<file path="src/rtl/serial_rx_if.sv">
// serial_rx_if -- bundles the serial line, frame control and byte read-out
// signals of serial_rx.
//   rx    : serial data line (idle high, LSB first, one bit per clk)
//   start : frame-start strobe
//   len   : frame length in bytes (1..6, 7 is clamped to 6, 0 ignored)
//   rd    : pop strobe for the presented byte
//   data  : byte currently presented (0 when valid is low)
//   valid : a received byte is presented on data
//   busy  : receiver is aligning or receiving
//   done  : one-cycle pulse after the last bit of a frame is sampled
// The master modport drives the line and control; the slave modport is the
// receiver.
interface serial_rx_if;
  logic       rx;
  logic       start;
  logic [2:0] len;
  logic       rd;
  logic [7:0] data;
  logic       valid;
  logic       busy;
  logic       done;

  modport master (
    output rx, start, len, rd,
    input  data, valid, busy, done
  );

  modport slave (
    input  rx, start, len, rd,
    output data, valid, busy, done
  );
endinterface

</file>
<file path="src/rtl/serial_rx.sv">
// serial_rx -- fixed-latency serial frame receiver.
// A start strobe in IDLE latches the frame length, spends one ALIGN cycle,
// then samples rx blindly for 8*len cycles into a 48-bit buffer (bit i of
// the frame lands in buffer[i]). The frame is then held and presented one
// byte at a time; each rd pops the current byte, and popping the last byte
// returns to IDLE.
// Ports:
//   clk  : clock, rising edge
//   nRst : asynchronous active-low reset
//   bus  : serial_rx_if.slave (rx, start, len, rd in; data, valid, busy, done out)
module serial_rx (
  input  logic        clk,
  input  logic        nRst,
  serial_rx_if.slave  bus
);

  typedef enum logic [1:0] {IDLE, ALIGN, RECV, HOLD} state_t;

  state_t      r_state;
  state_t      w_state_next;

  logic [47:0] r_buf;
  logic [5:0]  r_bitidx;
  logic [5:0]  r_nbits;
  logic [2:0]  r_len;
  logic [2:0]  r_rdptr;
  logic        r_done;

  logic [2:0]  w_len_eff;
  logic        w_accept;
  logic        w_last_bit;
  logic        w_pop_last;
  logic [47:0] w_bit_we;
  logic [7:0]  w_bytes [6];
  logic [7:0]  w_data;

  // len=7 is treated as the maximum frame of 6 bytes
  assign w_len_eff  = (bus.len == 3'd7) ? 3'd6 : bus.len;
  assign w_accept   = (r_state == IDLE) && bus.start && (bus.len != 3'd0);
  assign w_last_bit = (r_state == RECV) && (r_bitidx == (r_nbits - 6'd1));
  assign w_pop_last = (r_state == HOLD) && bus.rd && (r_rdptr == (r_len - 3'd1));

  // ---------------- state register ----------------
  always_ff @(posedge clk or negedge nRst) begin
    if (!nRst) begin
      r_state <= IDLE;
    end else begin
      r_state <= w_state_next;
    end
  end

  // ---------------- next-state logic ----------------
  always_comb begin
    w_state_next = r_state;
    case (r_state)
      IDLE:    if (w_accept)   w_state_next = ALIGN;
      ALIGN:                   w_state_next = RECV;
      RECV:    if (w_last_bit) w_state_next = HOLD;
      HOLD:    if (w_pop_last) w_state_next = IDLE;
      default:                 w_state_next = IDLE;
    endcase
  end

  // ---------------- counters and done pulse ----------------
  always_ff @(posedge clk or negedge nRst) begin
    if (!nRst) begin
      r_bitidx <= 6'd0;
      r_nbits  <= 6'd0;
      r_len    <= 3'd0;
      r_rdptr  <= 3'd0;
      r_done   <= 1'b0;
    end else begin
      // done is high exactly in the cycle after the last bit is sampled
      r_done <= w_last_bit;
      if (w_accept) begin
        r_len    <= w_len_eff;
        r_nbits  <= {w_len_eff, 3'b000};
        r_bitidx <= 6'd0;
      end else if (r_state == RECV) begin
        r_bitidx <= r_bitidx + 6'd1;
      end
      if (w_last_bit) begin
        r_rdptr <= 3'd0;
      end else if ((r_state == HOLD) && bus.rd) begin
        r_rdptr <= r_rdptr + 3'd1;
      end
    end
  end

  // ---------------- bit capture ----------------
  // One write-enable per buffer bit, decoded from the bit index.
  genvar gi;
  generate
    for (gi = 0; gi < 48; gi++) begin : g_bit_we
      assign w_bit_we[gi] = (r_state == RECV) && (r_bitidx == 6'(gi));
    end
  endgenerate

  always_ff @(posedge clk or negedge nRst) begin
    if (!nRst) begin
      r_buf <= 48'd0;
    end else if (w_accept) begin
      r_buf <= 48'd0;
    end else begin
      r_buf <= (r_buf & ~w_bit_we) | (w_bit_we & {48{bus.rx}});
    end
  end

  // ---------------- byte presentation ----------------
  generate
    for (gi = 0; gi < 6; gi++) begin : g_bytes
      assign w_bytes[gi] = r_buf[8*gi +: 8];
    end
  endgenerate

  always_comb begin
    w_data = 8'd0;
    if (r_state == HOLD) begin
      case (r_rdptr)
        3'd0:    w_data = w_bytes[0];
        3'd1:    w_data = w_bytes[1];
        3'd2:    w_data = w_bytes[2];
        3'd3:    w_data = w_bytes[3];
        3'd4:    w_data = w_bytes[4];
        3'd5:    w_data = w_bytes[5];
        default: w_data = 8'd0;
      endcase
    end
  end

  assign bus.data  = w_data;
  assign bus.valid = (r_state == HOLD);
  assign bus.busy  = (r_state == ALIGN) || (r_state == RECV);
  assign bus.done  = r_done;

endmodule

</file>
<file path="src/flat_wrapper.sv">
// flat-port wrapper written by rule: the top's interface ports become plain ports
module serial_rx_flat 
  (clk, nRst, bus_rx, bus_start, bus_len, bus_rd, bus_data, bus_valid, bus_busy, bus_done);
  serial_rx_if bus_i ();
  input  logic clk;
  input  logic nRst;
  input wire logic [$bits(bus_i.rx)-1:0] bus_rx;
  input wire logic [$bits(bus_i.start)-1:0] bus_start;
  input wire logic [$bits(bus_i.len)-1:0] bus_len;
  input wire logic [$bits(bus_i.rd)-1:0] bus_rd;
  output wire logic [$bits(bus_i.data)-1:0] bus_data;
  output wire logic [$bits(bus_i.valid)-1:0] bus_valid;
  output wire logic [$bits(bus_i.busy)-1:0] bus_busy;
  output wire logic [$bits(bus_i.done)-1:0] bus_done;
  assign bus_i.rx = bus_rx;
  assign bus_i.start = bus_start;
  assign bus_i.len = bus_len;
  assign bus_i.rd = bus_rd;
  assign bus_data = bus_i.data;
  assign bus_valid = bus_i.valid;
  assign bus_busy = bus_i.busy;
  assign bus_done = bus_i.done;
  serial_rx u_core (.clk(clk), .nRst(nRst), .bus(bus_i));
endmodule
</file>
<file path="config.mk">
export PLATFORM = sky130hd
export DESIGN_NAME = serial_rx_flat
export DESIGN_NICKNAME = d
export VERILOG_FILES = /design/src/rtl/serial_rx_if.sv /design/src/rtl/serial_rx.sv /design/src/flat_wrapper.sv
export SDC_FILE = /design/constraint.sdc
export NUM_CORES = 1
export LEC_CHECK = 0
export ABC_AREA = 1
export BUFFER_PORTS_ARGS = -buffer_cell sky130_fd_sc_hd__buf_2
export CORE_MARGIN = 5
export CORE_UTILIZATION = 50
export CTS_CLUSTER_SIZE = 14
export DETAILED_ROUTE_END_ITERATION = 6
export PLACE_DENSITY_LB_ADDON = 0.05
export SETUP_SLACK_MARGIN = 0.4
export SLEW_MARGIN = 15
export SYNTH_ARGS = -nofsm -noshare
export SYNTH_HDL_FRONTEND = slang
export SYNTH_SLANG_ARGS = --single-unit
</file>
<file path="constraint.sdc">
create_clock -name clk -period 2 [get_ports clk]
set_input_delay 0.4 -clock clk [delete_from_list [all_inputs] [get_ports clk]]
set_output_delay 0.4 -clock clk [all_outputs]
set_load 0.01 [all_outputs]
</file>
==> metrics.log <==
INFO  metric result_of_the_run = complete, but fails checks
INFO  metric violations = setup timing
INFO  metric std_cell_rows = 31
INFO  metric syn-cell-area = 3660 µm²
INFO  metric fin_total_pwr = 0.00566 W
INFO  metric chipHeight = 95.6 µm
INFO  metric cts_max_path_buffers = 2
INFO  metric start_util = 51.1%
INFO  metric timing.hold.worst.class = in -> async
INFO  metric drv_slew = 0
INFO  metric cp_common_cell = sky130_fd_sc_hd__nand2_4
INFO  metric seqCellArea = 1580 µm²
INFO  metric synth_fp_nets = 495
INFO  metric core_area = 7180 µm²
INFO  metric critPathBufInv = 3
INFO  metric criticalPathCategory = reg -> out
INFO  metric crit_path_required_time = 1.60 ns
INFO  metric final_net_count = 531
INFO  metric dpl.hpwl = 6.84 mm
INFO  metric gr-total-overflow = 0
INFO  metric fin_crit = 2.13 ns
INFO  metric post_synth_main_area_contributors = sky130_fd_sc_hd__dfrtp_1 (43%), sky130_fd_sc_hd__nand3_1 (10%), sky130_fd_sc_hd__nand2_1 (7.8%)
INFO  metric met1_length = 4.76 mm
INFO  metric drt_iter0_drc = 274
INFO  metric top_level_ports = 19
INFO  metric commonest_non_fill_non_tap_cells_in_the_layout = sky130_fd_sc_hd__nand3_1 (66), sky130_fd_sc_hd__nand2_1 (63), sky130_fd_sc_hd__dfrtp_1 (59)
INFO  metric grt_first_pass_wirelength = 17.6 mm
INFO  metric cts-htree-levels = 3
INFO  metric num_vias = 3571
INFO  metric synth.ff_latch_count = 63
INFO  metric wl_per_cell = 18.5 µm
INFO  metric synthDominantAreaCellType = sky130_fd_sc_hd__dfrtp_1
INFO  metric seq_area_frac_synth = 43.0%
INFO  metric routed_via_density = 5.83
INFO  metric total_of_warnings_raised_by_yosys = 0
INFO  metric remaining_drc_errors = 0
INFO  metric top_signal_layer_used = met4
INFO  metric arrival_time_at_the_worst_endpoint = 1.73 ns
INFO  metric synth_cell_type_count = 31
INFO  metric largest_net_degree_at_the_start_of_global_routing = 64
INFO  metric port_buffers = 18
INFO  metric vias_in_the_first_global_route = 3406
INFO  metric cpMaxStageDelayCell = sky130_fd_sc_hd__dfrtp_2
INFO  metric number_of_antenna_violations_at_the_first_check_in_global_routing = 0
INFO  metric synth_top_area_share = 43.0%
INFO  metric critPathCaptureType = output pin
INFO  metric max_freq = 0.470 GHz
INFO  metric post_synth_inst_count = 473
INFO  metric cts.reportedPaths.clkPinSlew = 0.07 ns
INFO  metric totalWireLength = 11.3 mm
INFO  metric vdd_ir_max = 721 µV
INFO  metric element_type_at_the_critical_path_start = flip-flop
INFO  metric cts_root_buffer = sky130_fd_sc_hd__clkbuf_8
INFO  metric timing.critical_path.cells = inv_4 -> ha_4 -> nand2_4 -> clkinv_8 -> nand2_4 -> nand3_2 -> nor2_2 -> a21oi_2 -> buf_2
INFO  metric signed_area_change_from_the_synthesized_netlist_to_the_final_layout = 28.5%
INFO  metric postSynthAreaPerCell = 7.75 µm²
INFO  metric final.period_utilization = 106%
INFO  metric finalSetupViolCount = 8
INFO  metric holdBufCountCts = 0
INFO  metric multiInputGateArea = 2090 µm²
INFO  metric fin_ws = -0.130 ns
INFO  metric maxCapViolCount = 0
INFO  metric fin_setup_tns = -0.830 ns
INFO  metric cts_tree = yes
INFO  metric drive_above_1_share = 30.2%
INFO  metric leakagePower = 2.07 nW
INFO  metric cts_inserted_buffers = 9
INFO  metric worst_path_dominant_cell_family = flip-flops
INFO  metric first_pass_iters = 4
INFO  metric floorplan.die_area = 9140 µm²
INFO  metric max_stage_delay = 0.45 ns
INFO  metric biggest_fanout_along_the_worst_timing_path = 8
INFO  metric n_antenna_cell = 0
INFO  metric hold_viol = 0
INFO  metric met2RoutedLength = 5.42 mm
INFO  metric die-width = 95.6 µm
INFO  metric postRouteAntennaNets = 0
INFO  metric clkSinkCount = 63
INFO  metric finalWeightedCongestion = 0.823
INFO  metric timing_worst_slew_pin_value = 0.370 ns
INFO  metric fillers = 598
INFO  metric met3_length = 885 µm
INFO  metric final_common_cell = sky130_fd_sc_hd__nand3_1
INFO  metric worst_clock_skew = 0.0102 ns
INFO  metric clk-insertion-delay-late = 0.36 ns
INFO  metric power_density = 1200 nW/µm²
INFO  metric rsz_0062_raised_after_global_routing = yes
INFO  metric max_slew_margin = 75.4%
INFO  metric global_route.usage.total = 25.5%
kinds of logic (layout without fill, tap and decap cells):
family | Yosys count | after routing | synth area share, %
fa+ha+maj | 14 | 14 | 4.78
buf+inv | 80 | 121 | 9.66
simple gates | 201 | 201 | 26.1
xor+xnor | 2 | 2 | 0.478
compound gates | 113 | 113 | 16.0
flops | 63 | 63 | 43.0
metal layers:
metal	GRT usage (%)	vias to the layer above
li1	-	1662
met1	34.5	1727
met2	39.7	153
met3	5.84	29
met4	10.1	0
met5	0	-
Yosys cell counts:
library cell               number
sky130_fd_sc_hd__nand2_1       76
sky130_fd_sc_hd__nand3_1       74
sky130_fd_sc_hd__dfrtp_1       63
sky130_fd_sc_hd__a21oi_1       56
sky130_fd_sc_hd__o21ai_0       50
sky130_fd_sc_hd__inv_1         48
sky130_fd_sc_hd__nor2_1        18
sky130_fd_sc_hd__nor3_1        18
sky130_fd_sc_hd__ha_1          14
sky130_fd_sc_hd__buf_2         11
sky130_fd_sc_hd__a41oi_1        5
sky130_fd_sc_hd__clkbuf_1       5
sky130_fd_sc_hd__inv_2          5
sky130_fd_sc_hd__buf_4          3
sky130_fd_sc_hd__buf_6          3
sky130_fd_sc_hd__nand2_2        3
sky130_fd_sc_hd__nand3_4        3
sky130_fd_sc_hd__clkbuf_2       2
sky130_fd_sc_hd__nand3_2        2
sky130_fd_sc_hd__nand4_1        2
sky130_fd_sc_hd__nor3_2         2
sky130_fd_sc_hd__a31oi_1        1
sky130_fd_sc_hd__buf_1          1
sky130_fd_sc_hd__clkinv_2       1
sky130_fd_sc_hd__inv_4          1
sky130_fd_sc_hd__nor2_2         1
sky130_fd_sc_hd__nor4_1         1
sky130_fd_sc_hd__o21ai_1        1
sky130_fd_sc_hd__or2_2          1
sky130_fd_sc_hd__xnor2_1        1
sky130_fd_sc_hd__xor2_1         1
flip-flops by register name (all words and copies together) (netlist names):
register / cells
u_core.bus.done: 1
u_core.r_bitidx: 6
u_core.r_buf: 48
u_core.r_len: 3
u_core.r_rdptr: 3
u_core.r_state: 2
per-stage QoR:
step | utilization, % | setup slack [ns] | instance area, µm² | hold slack (ns) | cells
after floorplan | - | 0.384 | 3770 | 0.104 | 473
after global placement | 55.2 | 0.101 | 3960 | 0.448 | 579
after detailed placement | 55.2 | 0.0599 | 3960 | 0.451 | 579
after CTS | 62.1 | -0.113 | 4450 | 0.0838 | 605
after global routing | 65.6 | -0.201 | 4710 | 0.0907 | 613
final | 65.6 | -0.130 | 4710 | 0.0556 | 613
final timing paths:
check                      depth (start not counted)                     startpoint  slack (ns)                       endpoint
hold reg to reg                                    2    u_core.r_len[1]$_DFFE_PN0N_        0.50    u_core.r_len[1]$_DFFE_PN0N_
setup / recovery                                   9  u_core.r_rdptr[1]$_DFFE_PN0P_       -0.13                    bus_data[1]
max in group asynchronous                          2                           nRst        1.61  u_core.r_rdptr[1]$_DFFE_PN0P_
min in group clk                                   3                     bus_len[1]        0.33    u_core.r_len[1]$_DFFE_PN0N_
setup reg to reg                                   7  u_core.r_state[0]$_DFFE_PN0P_        0.44     u_core.r_buf[38]$_DFF_PN0_
hold / removal                                     2                           nRst        0.06     u_core.r_buf[39]$_DFF_PN0_
final cells by class:
cell class                      count  area share (%)
Clock buffer                        9            2.63
Clock inverter                      7            2.07
Inverter                           55            5.55
Multi-Input combinational cell    330            44.4
Sequential cell                    63            33.6
Tap cell                           99            2.63
Timing Repair Buffer               50            9.11
repair_timing:
action | CTS | global route
endpoints found under the hold margin | 0 | 0
gates resized for setup | 53 | 53
endpoints found under the setup margin | 64 | 52
pin swaps | 7 | 21
buffers inserted | 10 | 7
cloned | 0 | 1
power by group:
part | internal [W] | switching, W | total (W)
clock network | 0.000703 | 0.000559 | 0.00126
registers | 0.00142 | 0.000172 | 0.00159
logic | 0.00106 | 0.00175 | 0.00281
total | 0.00318 | 0.00248 | 0.00566
Note: power is estimated with default switching activity, not from simulation.
